==> src/rtl/cpu_pkg.sv <==
// Shared fetch-sequencer types and constants: FSM state encoding, PC step and
// branch-offset scaling, and the default architectural reset PC.
package cpu_pkg;

  typedef enum logic [2:0] {
    ST_IDLE,
    ST_REQ,
    ST_WAIT,
    ST_ISSUE,
    ST_RESOLVE
  } fetch_state_t;

  localparam int PC_INCR = 4;
  localparam int BR_SHIFT = 2;
  localparam logic [63:0] RESET_PC_DEFAULT = 64'h0;

endpackage

==> src/rtl/next_pc_calc.sv <==
// Next-PC selection for a resolved instruction: branch target (word-scaled
// offset) when taken, sequential PC otherwise. Purely combinational.
module next_pc_calc
  import cpu_pkg::*;
#(
  parameter int PC_W = 64
) (
  input  logic [PC_W-1:0] pc_i,
  input  logic            branch_i,
  input  logic            alu_zero_i,
  input  logic            uncond_i,
  input  logic [PC_W-1:0] imm_i,
  output logic [PC_W-1:0] next_pc_o
);

  logic            taken;
  logic [PC_W-1:0] target;
  logic [PC_W-1:0] seq_pc;

  // Offset bits shifted past the top are dropped; all sums wrap modulo 2^PC_W.
  always_comb begin
    taken     = uncond_i | (branch_i & alu_zero_i);
    target    = pc_i + (imm_i << BR_SHIFT);
    seq_pc    = pc_i + PC_W'(PC_INCR);
    next_pc_o = taken ? target : seq_pc;
  end

endmodule

==> src/rtl/pc_fetch_sequencer.sv <==
// Multi-cycle fetch/branch sequencer owning the architectural PC: request,
// wait for the instruction, hand it to decode, then apply branch resolution.
module pc_fetch_sequencer
  import cpu_pkg::*;
#(
  parameter int              PC_W     = 64,
  parameter int              INSTR_W  = 32,
  parameter logic [PC_W-1:0] RESET_PC = PC_W'(RESET_PC_DEFAULT),
  parameter int              CNT_W    = 32
) (
  input  logic               CLK,
  input  logic               Reset,
  input  logic               Run,
  output logic               imem_req_valid,
  output logic [PC_W-1:0]    imem_req_addr,
  input  logic               imem_req_ready,
  input  logic               imem_rsp_valid,
  input  logic [INSTR_W-1:0] imem_rsp_data,
  output logic               instr_valid,
  output logic [INSTR_W-1:0] instr,
  output logic [PC_W-1:0]    instr_pc,
  input  logic               instr_ready,
  input  logic               resolve_valid,
  input  logic               Branch,
  input  logic               ALUZero,
  input  logic               Uncondbranch,
  input  logic [PC_W-1:0]    SignExtImm64,
  output logic [PC_W-1:0]    CurrentPC,
  output logic               busy,
  output logic [CNT_W-1:0]   retire_count
);

  fetch_state_t       state_q, state_d;
  logic [PC_W-1:0]    pc_q, pc_d;
  logic [INSTR_W-1:0] instr_q, instr_d;
  logic [PC_W-1:0]    instr_pc_q, instr_pc_d;
  logic [CNT_W-1:0]   retire_q, retire_d;
  logic [PC_W-1:0]    resolved_pc;

  next_pc_calc #(
    .PC_W(PC_W)
  ) u_next_pc (
    .pc_i      (pc_q),
    .branch_i  (Branch),
    .alu_zero_i(ALUZero),
    .uncond_i  (Uncondbranch),
    .imm_i     (SignExtImm64),
    .next_pc_o (resolved_pc)
  );

  always_ff @(posedge CLK or posedge Reset) begin
    if (Reset) begin
      state_q    <= ST_IDLE;
      pc_q       <= RESET_PC;
      instr_q    <= '0;
      instr_pc_q <= '0;
      retire_q   <= '0;
    end else begin
      state_q    <= state_d;
      pc_q       <= pc_d;
      instr_q    <= instr_d;
      instr_pc_q <= instr_pc_d;
      retire_q   <= retire_d;
    end
  end

  // Each handshake input is only looked at in its own state, so stray pulses elsewhere are inert.
  always_comb begin
    state_d    = state_q;
    pc_d       = pc_q;
    instr_d    = instr_q;
    instr_pc_d = instr_pc_q;
    retire_d   = retire_q;
    unique case (state_q)
      ST_IDLE: begin
        if (Run) state_d = ST_REQ;
      end
      ST_REQ: begin
        if (imem_req_ready) state_d = ST_WAIT;
      end
      ST_WAIT: begin
        if (imem_rsp_valid) begin
          instr_d    = imem_rsp_data;
          instr_pc_d = pc_q;
          state_d    = ST_ISSUE;
        end
      end
      ST_ISSUE: begin
        if (instr_ready) state_d = ST_RESOLVE;
      end
      ST_RESOLVE: begin
        if (resolve_valid) begin
          pc_d     = resolved_pc;
          retire_d = retire_q + CNT_W'(1);
          state_d  = Run ? ST_REQ : ST_IDLE;
        end
      end
      default: state_d = ST_IDLE;
    endcase
  end

  assign imem_req_valid = (state_q == ST_REQ);
  assign imem_req_addr  = pc_q;
  assign instr_valid    = (state_q == ST_ISSUE);
  assign instr          = instr_q;
  assign instr_pc       = instr_pc_q;
  assign CurrentPC      = pc_q;
  assign busy           = (state_q != ST_IDLE);
  assign retire_count   = retire_q;

endmodule

==> config.mk <==
export PLATFORM = sky130hd
export DESIGN_NAME = pc_fetch_sequencer
export DESIGN_NICKNAME = d
export VERILOG_FILES = /design/src/rtl/cpu_pkg.sv /design/src/rtl/next_pc_calc.sv /design/src/rtl/pc_fetch_sequencer.sv
export SDC_FILE = /design/constraint.sdc
export NUM_CORES = 1
export LEC_CHECK = 0
export BUFFER_PORTS_ARGS = -buffer_cell sky130_fd_sc_hd__buf_2
export CORE_UTILIZATION = 45
export CTS_CLUSTER_DIAMETER = 40
export DETAILED_ROUTE_END_ITERATION = 10
export PLACE_DENSITY_LB_ADDON = 0.08
export SLEW_MARGIN = 20
export SYNTH_ARGS = -nofsm -noshare
export SYNTH_HDL_FRONTEND = slang
export SYNTH_SLANG_ARGS = --single-unit
export TNS_END_PERCENT = 30
==> constraint.sdc <==
create_clock -name CLK -period 6.7 [get_ports CLK]
set_input_delay 0.335 -clock CLK [delete_from_list [all_inputs] [get_ports CLK]]
set_output_delay 0.335 -clock CLK [all_outputs]
set_load 0.05 [all_outputs]
==> results of run 1 <==
==> routing by layer <==
| layer | GRT usage [%] | part of all wire, % | vias to the layer above |
|---|---|---|---|
| met4 | 5.60 | 1.1 | 0 |
| li1 | - | - | 4844 |
| met5 | 0 | 0 | - |
| met2 | 36.9 | 48 | 263 |
| met1 | 29.9 | 46 | 4587 |
| met3 | 2.80 | 4.1 | 20 |
==> registers in the layout (all words and copies together), names as in the netlist <==
name          count
CurrentPC        62
instr_pc         62
instr            32
retire_count     32
state_q           3
==> Yosys cell counts, types with 19 or more instances <==
cell type    n  area [um^2]
o21ai_0     80          400
xnor2_1     43          377
a21o_1      27          203
mux2_2      95         1070
a21oi_1     81          405
nor3_1      19         95.1
ha_1        62          776
and2_1      64          400
inv_1       25         93.8
buf_4       68          510
dfrtp_1    191         4780
nor2_1      54          203
nand4_1     30          188
nand3_1     31          155
xor2_1      34          298
nand2_1    147          552
clkbuf_1    47          176
==> power by group <==
part | switching, mW | total [mW] | internal [mW]
sequential | 0.373 | 1.94 | 1.56
combinational | 3.34 | 4.58 | 1.24
clock | 0.536 | 1.05 | 0.519
total | 4.25 | 7.57 | 3.32
==> logic make-up after synthesis <==
| group | after synthesis | share of synthesized area, % |
|---|---|---|
| adders and majority gates | 63 | 6.75 |
| muxes | 98 | 9.33 |
| and+or+nand+nor | 383 | 15.8 |
| xor gates and xnor gates | 77 | 5.72 |
| AOI/OAI and AO/OA | 281 | 15.0 |
| other | 1 | 0.0318 |
| DFF | 191 | 40.5 |
| buffers and inverters | 144 | 6.76 |
==> worst max path at each step <==
stage	from	end	slack, ns	depth (start not counted)
6_report	Branch	CurrentPC[56]$_DFFE_PP0P_	2.72	14
5_1_grt	Branch	CurrentPC[56]$_DFFE_PP0P_	2.32	16
4_1_cts	Branch	CurrentPC[56]$_DFFE_PP0P_	2.69	14
3_5_place_dp	Branch	CurrentPC[56]$_DFFE_PP0P_	2.24	14
3_3_place_gp	Branch	CurrentPC[56]$_DFFE_PP0P_	2.31	14
2_1_floorplan	Reset	CurrentPC[10]$_DFFE_PP0P_	1.17	1
==> worst max-delay path: stages <==
cell and delay (ns):
buf_2 0.07, a21o_1 0.50, buf_4 0.44, and2_1 0.19, ha_1 0.28, a21o_1 0.22, a21o_1 0.18, a211o_1 0.32
nor4bb_1 0.58, or3_1 0.32, a21oi_1 0.15, o21ai_1 0.31, nor3b_1 0.25, o31ai_1 0.10
==> cell usage in the layout, fill, tap and decap left out, drive strengths merged, types with 3 or more instances in the layout <==
| master | instances |
|---|---|
| o21ai | 92 |
| mux2i | 3 |
| nand4 | 30 |
| o21a | 6 |
| nand3 | 31 |
| and3 | 10 |
| nand2b | 3 |
| mux2 | 95 |
| a21o | 27 |
| nor3 | 20 |
| o211ai | 7 |
| xnor2 | 43 |
| buf | 362 |
| nor3b | 3 |
| a31oi | 10 |
| a31o | 3 |
| nand2 | 147 |
| o2bb2ai | 3 |
| nor2b | 4 |
| and2 | 64 |
| a21oi | 81 |
| o31ai | 7 |
| a21boi | 6 |
| inv | 31 |
| a211o | 4 |
| nor2 | 56 |
| ha | 62 |
| or3 | 3 |
| o21bai | 7 |
| conb | 6 |
| xor2 | 34 |
| o2111ai | 3 |
| and4 | 5 |
| dfrtp | 191 |
| clkbuf | 18 |
| clkinv | 8 |
| a211oi | 4 |
==> per-stage QoR <==
stage / util [%] / instance area [um^2] / total power [mW] / hold WS (ns)
after floorplan: - / 11800 / 5.73 / 0.442
after global placement: 52.5 / 13400 / 6.51 / 0.471
after detailed placement: 52.5 / 13400 / 6.55 / 0.464
after CTS: 54.9 / 14000 / 7.63 / 0.102
after global routing: 54.9 / 14000 / 8.03 / 0.106
final: 54.9 / 14000 / 7.57 / 0.0487
==> cell type report <==
cell class | count | area share, %
multi-input combinational | 908 | 44.7
timing repair buffer | 362 | 13.1
inverter | 25 | 0.724
clock inverter | 14 | 1.31
clock buffer | 18 | 3.14
sequential | 191 | 34.2
tap | 330 | 2.95
==> impl_metrics.yaml, run 1 <==
status:
  status: "finished, final reports clean"
synth:
  synth.avg_cell_area_um2: 9.52
  ys.flop_type: "dfrtp_1"
  ys_warn_count: 0
  synth-edff-count: 0
  ys_types: 72
  async_flop_share_pct: 100
  ys_seq_elements: 191
  netlist_area_mm2: 0.0118
  ys_seq_area_share_pct: 40.5
  synth_cells: 1238
sta:
  rsz0062_at_grt: "no"
  max_freq_ghz: 0.251
  clock_skew_ns: 0.0127
  final-hold-violation-count: 0
  fin_ws_ns: 2.72
  fin_tns_setup_ns: 0
  post-route-period-util_pct: 59.5
  period_needed_ns: 3.98
  setup_viol: 0
  maxSlewViolCount: 0
  relSlewSlack_pct: 38.9
  worstMarginPinSlew_ns: 0.917
drt:
  via_per_inst: 5.26
  wl_per_cell_um: 15.9
  vias: 9714
  drt_iter0_drc: 582
  ant_nets: 0
  drc: 0
  routed_wl_mm: 29.5
  first_pass_iters: 5
floorplan:
  dieArea_mm2: 0.0269
  die_w_um: 164
  rows: 58
  fp.dieH_um: 164
  start_util_pct: 46.3
  io_pins: 365
  core-area_mm2: 0.0255
finish:
  fin_nets: 1674
  num_antenna_cells: 0
  area.sequential_mm2: 0.00478
  area_delta_synth_final_pct: 18.7
  nFillCells: 2399
  instances_no_fill: 1848
  drive_gt1_share_pct: 33.5
  multiInputGateArea_mm2: 0.00625
worst_setup_path:
  critPathMaxFanout: 38
  startpoint_type: "primary input"
  worstPathArrival_ns: 4.29
  cp.required_ns: 7.01
  cp-end-kind: "register"
  worst-setup-path-type: "in -> reg"
  rr_endpoint: "CurrentPC[56]$_DFFE_PP0P_"
  reg2reg_depth: 12
  timing.rr.start: "CurrentPC[2]$_DFFE_PP0P_"
  rrSetupSlack_ns: 3.32
place:
  place_inst: 1816
  place_ws_ns: 2.24
  place_congestion: 0.864
  port_buffers: 356
  hpwl_mm: 22.0
clock_tree:
  cts_max_level: 4
  post_cts_buffers: 0
  cts_hold_buf: 0
  cts.sinks: 191
  ctsResizeCount: 0
  clk_latency_ns: 0.45
  cts_buffers: 17
  cts_tree: "yes"
  path_clk_slew_ns: 0.08
  clock_path_buffers: 2
  cts_root_buf: "clkbuf_16"
grt:
  grt_pass1_vias: 9087
  grt_pass1_wl_mm: 46.8
  grt_start_max_net_pins: 123
  grt_util_all_layers_pct: 22.0
  grt-ovfl-total: 0
  antenna_found_initial: 0
pwr:
  p_leak_nw: 7.13
  power.density_mw_per_mm2: 541
  peakVddDrop_v: 0.000354
run:
  maxCapViolCount: 0
worst_hold_path:
  hold_class: "in -> async"
(Power assumes the default switching activity.)
==> run 2: changes to the inputs <==
clock period = 3.9 ns   (was 6.7 ns; I/O delays follow)
==> run 2 against run 1 <==
Against the previous run:
- design area up 2.9%
- clock skew is essentially flat
- sequential power grew 72%
- largest cell class unchanged
- register-to-register slack got worse by 2.7 ns
- final cell count is 2.4% higher
- global-route usage rose by 0.42 points
- core utilization increased by 1.6 points
- sequential share of layout area down 0.96 points
- total power up 73%
- largest power group unchanged
- hold slack got worse by 0.0054 ns
- sequential cell count did not move
- count of clock-buffer cells in the layout is the same
==> impl_metrics.yaml, run 2 (same netlist as run 1, synthesis figures left out) <==
status:
  status: "finished, final reports clean"
place:
  placed_area_mm2: 0.0135
  place_congestion: 0.876
  port_buffers: 356
  hpwl_mm: 22.5
sta:
  max_freq_ghz: 0.304
  fin_tns_setup_ns: 0
  clock_skew_ns: 0.0131
  worstMarginPinSlew_ns: 0.724
  relSlewSlack_pct: 51.8
  maxSlewViolCount: 0
  final-hold-violation-count: 0
  period_needed_ns: 3.29
  setup_viol: 0
  post-route-period-util_pct: 84.4
  rsz0062_at_grt: "no"
grt:
  grt_start_max_net_pins: 115
  grt_pass1_vias: 9386
  grt_util_all_layers_pct: 22.4
  grt_pass1_wl_mm: 48.4
  grt-ovfl-total: 0
  antenna_found_initial: 0
worst_setup_path:
  reg2reg_depth: 12
  rr_endpoint: "CurrentPC[56]$_DFFE_PP0P_"
  cp.required_ns: 4.24
  rrSetupSlack_ns: 0.61
  path_common_cell: "a21oi_1"
  worst-setup-path-type: "reg -> reg"
  cp-end-kind: "register"
  cpPeakStageDelay_ns: 0.46
  crit_family: "compound AO/OA/AOI/OAI gates"
  worstPathArrival_ns: 3.63
  cp_num_buf_inv: 1
  cpMaxStageDelayCell: "dfrtp_1"
  timing.rr.start: "CurrentPC[2]$_DFFE_PP0P_"
  startpoint_type: "register"
  critPathMaxFanout: 5
  crit_chain: "ha_1 -> inv_1 -> fa_1 -> nor2b_1 -> o2111ai_1 -> a21oi_1 -> nor4bb_1 -> or3_1 -> a21oi_1 -> o21ai_1 -> nor3b_1 -> o31ai_1"
worst_hold_path:
  hold_path.startpoint: "resolve_valid"
  hold_path_depth: 2
  hold_end: "state_q[2]$_DFFE_PP0P_"
  hold_class: "in -> reg"
drt:
  routed_wl_mm: 30.0
  first_pass_iters: 5
  drc: 0
  wl_per_cell_um: 15.8
  vias: 9990
  via_per_inst: 5.28
  drt_iter0_drc: 638
  ant_nets: 0
finish:
  drive_gt1_share_pct: 33.2
  final_cell_mix: "buf_2, dfrtp_1, nand2_1"
  area_delta_synth_final_pct: 22.1
  num_antenna_cells: 0
  nFillCells: 2369
  fin_nets: 1718
  final_area_mm2: 0.0144
  final_common_cell: "buf_2"
floorplan:
  die_w_um: 164
  io_pins: 365
  fp.dieH_um: 164
  start_util_pct: 46.3
  core-area_mm2: 0.0255
  rows: 58
  dieArea_mm2: 0.0269
clock_tree:
  cts_buffers: 17
  cts_tree: "yes"
  clk_latency_ns: 0.44
  cts_max_level: 4
  clock_path_buffers: 2
  path_clk_slew_ns: 0.08
  cts_root_buf: "clkbuf_16"
  post_cts_buffers: 0
  cts.sinks: 191
pwr:
  peakVddDrop_v: 0.000577
  power.density_mw_per_mm2: 907
  p_leak_nw: 7.31
run:
  maxCapViolCount: 0
## run 2: cell count changes in the layout (fill, tap and decap cells not counted), moves of 2 or more
cell           change
buf_4              +9
clkinv_8           -2
inv_8              +2
dlygate4sd3_1     +34
## run 2: timing repair
| item | CTS | global route |
|---|---|---|
| endpoints found under the hold margin | 48 | 0 |
| resized for setup | 0 | 0 |
| setup endpoints to repair | 0 | 0 |
| hold buffers | 34 | 0 |
## run 2: area by class of cell
type / instances / area, um^2 / share of cell area, %
Sequential cell: 191 / 4780 / 33.2
Inverter: 25 / 97.6 / 0.678
Tap cell: 330 / 413 / 2.87
Clock inverter: 14 / 175 / 1.22
Clock buffer: 18 / 429 / 2.98
Multi-Input combinational cell: 908 / 6250 / 43.4
Timing Repair Buffer: 406 / 2250 / 15.7
## run 2: power by group
part | internal, mW | total, mW | switching [mW]
clock | 0.878 | 1.80 | 0.918
combinational | 2.17 | 7.94 | 5.77
sequential | 2.69 | 3.33 | 0.641
total | 5.74 | 13.1 | 7.33
## run 2: worst max path at each step
stage | start | to | cells past startpoint | slack (ns)
floorplan | CurrentPC[2]$_DFFE_PP0P_ | CurrentPC[56]$_DFFE_PP0P_ | 12 | 0.84
global placement | Branch | CurrentPC[56]$_DFFE_PP0P_ | 14 | 0.26
detailed placement | Branch | CurrentPC[41]$_DFFE_PP0P_ | 14 | 0.22
CTS | CurrentPC[2]$_DFFE_PP0P_ | CurrentPC[56]$_DFFE_PP0P_ | 12 | 0.57
global route | CurrentPC[2]$_DFFE_PP0P_ | CurrentPC[56]$_DFFE_PP0P_ | 12 | 0.23
finish | CurrentPC[2]$_DFFE_PP0P_ | CurrentPC[56]$_DFFE_PP0P_ | 12 | 0.61
## run 2: metal layers
layer	up-vias	part of all wire (%)	GRT usage [%]
met4	0	1.1	4.59
met5	-	0	0
met1	4753	47	30.6
met2	283	48	37.9
li1	4932	-	-
met3	22	3.8	2.98
## run 2: through the flow
step | setup slack (ns) | util [%] | total power, mW | hold slack, ns | std cells
floorplan | 0.835 | - | 9.85 | 0.302 | 1243
global placement | 0.256 | 52.8 | 11.2 | 0.213 | 1826
detailed placement | 0.221 | 52.8 | 11.3 | 0.214 | 1826
CTS | 0.572 | 56.5 | 13.2 | 0.0226 | 1892
global route | 0.234 | 56.5 | 13.9 | 0.0382 | 1892
finish | 0.607 | 56.5 | 13.1 | 0.0433 | 1892
==> run 3: changes to the inputs <==
ABC_AREA = 1   (was default)
clock period = 3.3 ns   (was 3.9 ns; I/O delays follow)
==> run 3 against run 2 <==
Against the previous run:
- area after synthesis rose by 18%
- final cell count rose by 48%
- highest routed layer unchanged
- critical path type unchanged
- sequential power rose by 24%
- design area rose by 16%
- critical endpoint is now CurrentPC[46]$_DFFE_PP0P_
- sequential cell count did not move
- critical path depth rose by 5
- setup slack got worse by 0.15 ns
- largest power group unchanged
- die area rose by 18%
- hold slack improved by 0.015 ns
==> impl_metrics.yaml, run 3 <==
synth:
  synth.top_cells.by_area: "dfrtp_1, nand2_1, inv_1"
  netlist_area_mm2: 0.0139
  async_flop_share_pct: 100
  synth_cells: 2071
  ys_seq_area_share_pct: 34.4
  synth.avg_cell_area_um2: 6.71
  ys_warn_count: 0
  ys.flop_type: "dfrtp_1"
  synth_common_cells: "nand2_1, inv_1, nor2_1, dfrtp_1, nand3_1"
  ys_types: 34
  synth_top_cell_by_area: "dfrtp_1"
  synth.top_cell.area_share_pct: 34.4
  ys_seq_elements: 191
  post-synth-top-count-cell: "nand2_1"
  synth-edff-count: 0
finish:
  nFillCells: 3003
  finalCoreUtilization_pct: 55.7
  final_cell_mix: "nand2_1, inv_1, buf_2"
  fin_nets: 2571
  final_common_cell: "nand2_1"
  drive_gt1_share_pct: 20.3
  area_delta_synth_final_pct: 20.4
  num_antenna_cells: 0
sta:
  rsz0062_at_grt: "no"
  post-route-period-util_pct: 86.1
  final-hold-violation-count: 0
  fin_hold_ws_ns: 0.0583
  fin_tns_setup_ns: 0
  period_needed_ns: 2.84
  maxSlewViolCount: 0
  relSlewSlack_pct: 53.6
  clock_skew_ns: 0.0121
  max_freq_ghz: 0.352
  worstMarginPinSlew_ns: 0.697
  setup_viol: 0
floorplan:
  dieArea_mm2: 0.0316
  die_w_um: 178
  io_pins: 365
  fp.dieH_um: 178
  start_util_pct: 46.3
  rows: 63
  core-area_mm2: 0.0300
clock_tree:
  cts_root_buf: "clkbuf_16"
  clock_path_buffers: 2
  cts.sinks: 191
  post_cts_buffers: 0
  cts_tree: "yes"
  cts_max_level: 4
  cts_buffers: 17
  clk_latency_ns: 0.46
  path_clk_slew_ns: 0.08
grt:
  grt_pass1_vias: 12436
  antenna_found_initial: 0
  grt_start_max_net_pins: 70
  grt_pass1_wl_mm: 69.2
  grt_util_all_layers_pct: 29.1
  grt-ovfl-total: 0
pwr:
  p_switching_mw: 10.5
  sw_frac_of_total_pct: 58.6
  p_leak_nw: 10.1
  peakVddDrop_v: 0.000635
  power.density_mw_per_mm2: 1080
  intPower_mw: 7.46
  pwr-share-comb_pct: 64.3
  sequentialPowerShare_pct: 23.0
  p_clk_share_pct: 12.7
drt:
  via_per_inst: 4.82
  ant_nets: 0
  routed_wl_mm: 45.3
  wl_per_cell_um: 16.1
  first_pass_iters: 5
  drt_iter0_drc: 837
  vias: 13520
  drc: 0
worst_setup_path:
  cpPeakStageDelay_ns: 0.41
  rr_endpoint: "CurrentPC[46]$_DFFE_PP0P_"
  reg2reg_depth: 17
  worstPathArrival_ns: 3.19
  startpoint_type: "register"
  cp.required_ns: 3.65
  cpMaxStageDelayCell: "dfrtp_1"
  crit_chain: "ha_1 -> inv_1 -> fa_1 -> inv_1 -> nand3_1 -> nand2_1 -> nand2_1 -> nand2_1 -> nand2_1 -> nand2_1 -> nand2_1 -> nand2_1 -> nand2_1 -> nand2_1 -> nand2_1 -> nand3_1 -> nand2_1"
  cp-end-kind: "register"
  rrSetupSlack_ns: 0.46
  timing.rr.start: "CurrentPC[2]$_DFFE_PP0P_"
  path_common_cell: "nand2_1"
  critPathMaxFanout: 5
  cp_num_buf_inv: 2
  worst-setup-path-type: "reg -> reg"
  crit_family: "simple AND/OR/NAND/NOR gates"
place:
  place_congestion: 0.931
  hpwl_mm: 36.4
  port_buffers: 356
run:
  maxCapViolCount: 0
worst_hold_path:
  hold_class: "in -> reg"
  hold_path.startpoint: "Run"
  hold_end: "state_q[0]$_DFFE_PP0P_"
  hold_path_depth: 3
status:
  status: "finished, final reports clean"
==> run 3: changes by cell type after synthesis, moves of 11 or more <==
| cell | previous run | this run |
|---|---|---|
| xnor2_1 | 43 | 32 |
| nor2_1 | 54 | 207 |
| nand2_1 | 147 | 716 |
| nand3_1 | 31 | 87 |
| clkbuf_1 | 47 | 20 |
| xor2_1 | 34 | 17 |
| and2_1 | 64 | 2 |
| nand4_1 | 30 | 16 |
| a21oi_1 | 81 | 45 |
| o21ai_0 | 80 | 65 |
| mux2_2 | 95 | 67 |
| a21o_1 | 27 | 0 |
| inv_1 | 25 | 404 |
| o21ai_1 | 11 | 0 |
==> run 3: worst max path at each step <==
stage,start,end,slack [ns],cells after the start
4_1_cts,CurrentPC[2]$_DFFE_PP0P_,CurrentPC[46]$_DFFE_PP0P_,0.53,17
3_3_place_gp,Branch,CurrentPC[46]$_DFFE_PP0P_,0.25,22
5_1_grt,CurrentPC[2]$_DFFE_PP0P_,CurrentPC[46]$_DFFE_PP0P_,0.27,17
6_report,CurrentPC[2]$_DFFE_PP0P_,CurrentPC[46]$_DFFE_PP0P_,0.46,17
2_1_floorplan,Reset,CurrentPC[10]$_DFFE_PP0P_,0.67,1
3_5_place_dp,Branch,CurrentPC[46]$_DFFE_PP0P_,0.18,22
==> run 3: cells by family after synthesis <==
family | Yosys count | synth area share (%)
buffers and inverters | 506 | 15.6
XOR/XNOR | 49 | 3.09
AND/OR/NAND/NOR | 1069 | 31.1
adder cells (fa/ha/maj) | 63 | 5.73
AO/OA/AOI/OAI | 125 | 4.68
multiplexers | 67 | 5.43
flip-flops | 191 | 34.4
other | 1 | 0.0270
==> run 3: worst min-delay path, cell delays in order <==
cell and delay [ns]:
buf_2 0.09, a21oi_1 0.05, o21ai_0 0.16
==> run 3: metrics by stage <==
stage | area [um^2] | total power [mW] | setup slack (ns) | cells
3_3_place_gp | 15800 | 15.6 | 0.254 | 2740
2_1_floorplan | 13900 | 13.1 | 0.673 | 2076
3_5_place_dp | 15800 | 15.7 | 0.178 | 2740
4_1_cts | 16700 | 18.0 | 0.531 | 2805
5_1_grt | 16700 | 19.1 | 0.272 | 2805
6_report | 16700 | 18.0 | 0.459 | 2805
==> run 3: timing repair <==
| action | CTS | global route |
|---|---|---|
| setup endpoints to repair | 0 | 0 |
| gates resized for setup | 0 | 0 |
| hold buffers | 33 | 0 |
| hold endpoints to repair | 50 | 0 |
==> run 3: final cells by class <==
| cell class | count | area [um^2] | share of cell area, % |
|---|---|---|---|
| inverters | 406 | 1530 | 9.15 |
| flip-flops and latches | 191 | 4780 | 28.6 |
| clock inverters | 12 | 166 | 0.995 |
| multi-input cells | 1379 | 6990 | 41.8 |
| clock buffers | 20 | 467 | 2.79 |
| repair buffers | 407 | 2310 | 13.8 |
| well taps | 390 | 488 | 2.92 |
==> run 3: power groups by stage <==
stage	logic [mW]	clock network, mW	registers (mW)
after global routing	12.5	2.40	4.27
final	11.6	2.29	4.13
after detailed placement	11.5	0	4.17
after CTS	11.6	2.33	4.13
after global placement	11.4	0	4.12
after floorplan	5.94	0	7.14
==> run 3: routing by layer <==
layer	share of wire [%]	GRT usage [%]	vias to the layer above
met2	45	46.7	444
met5	0	0	-
li1	-	-	6855
met1	47	41.4	6188
met4	1.4	6.55	0
met3	6.2	3.79	33
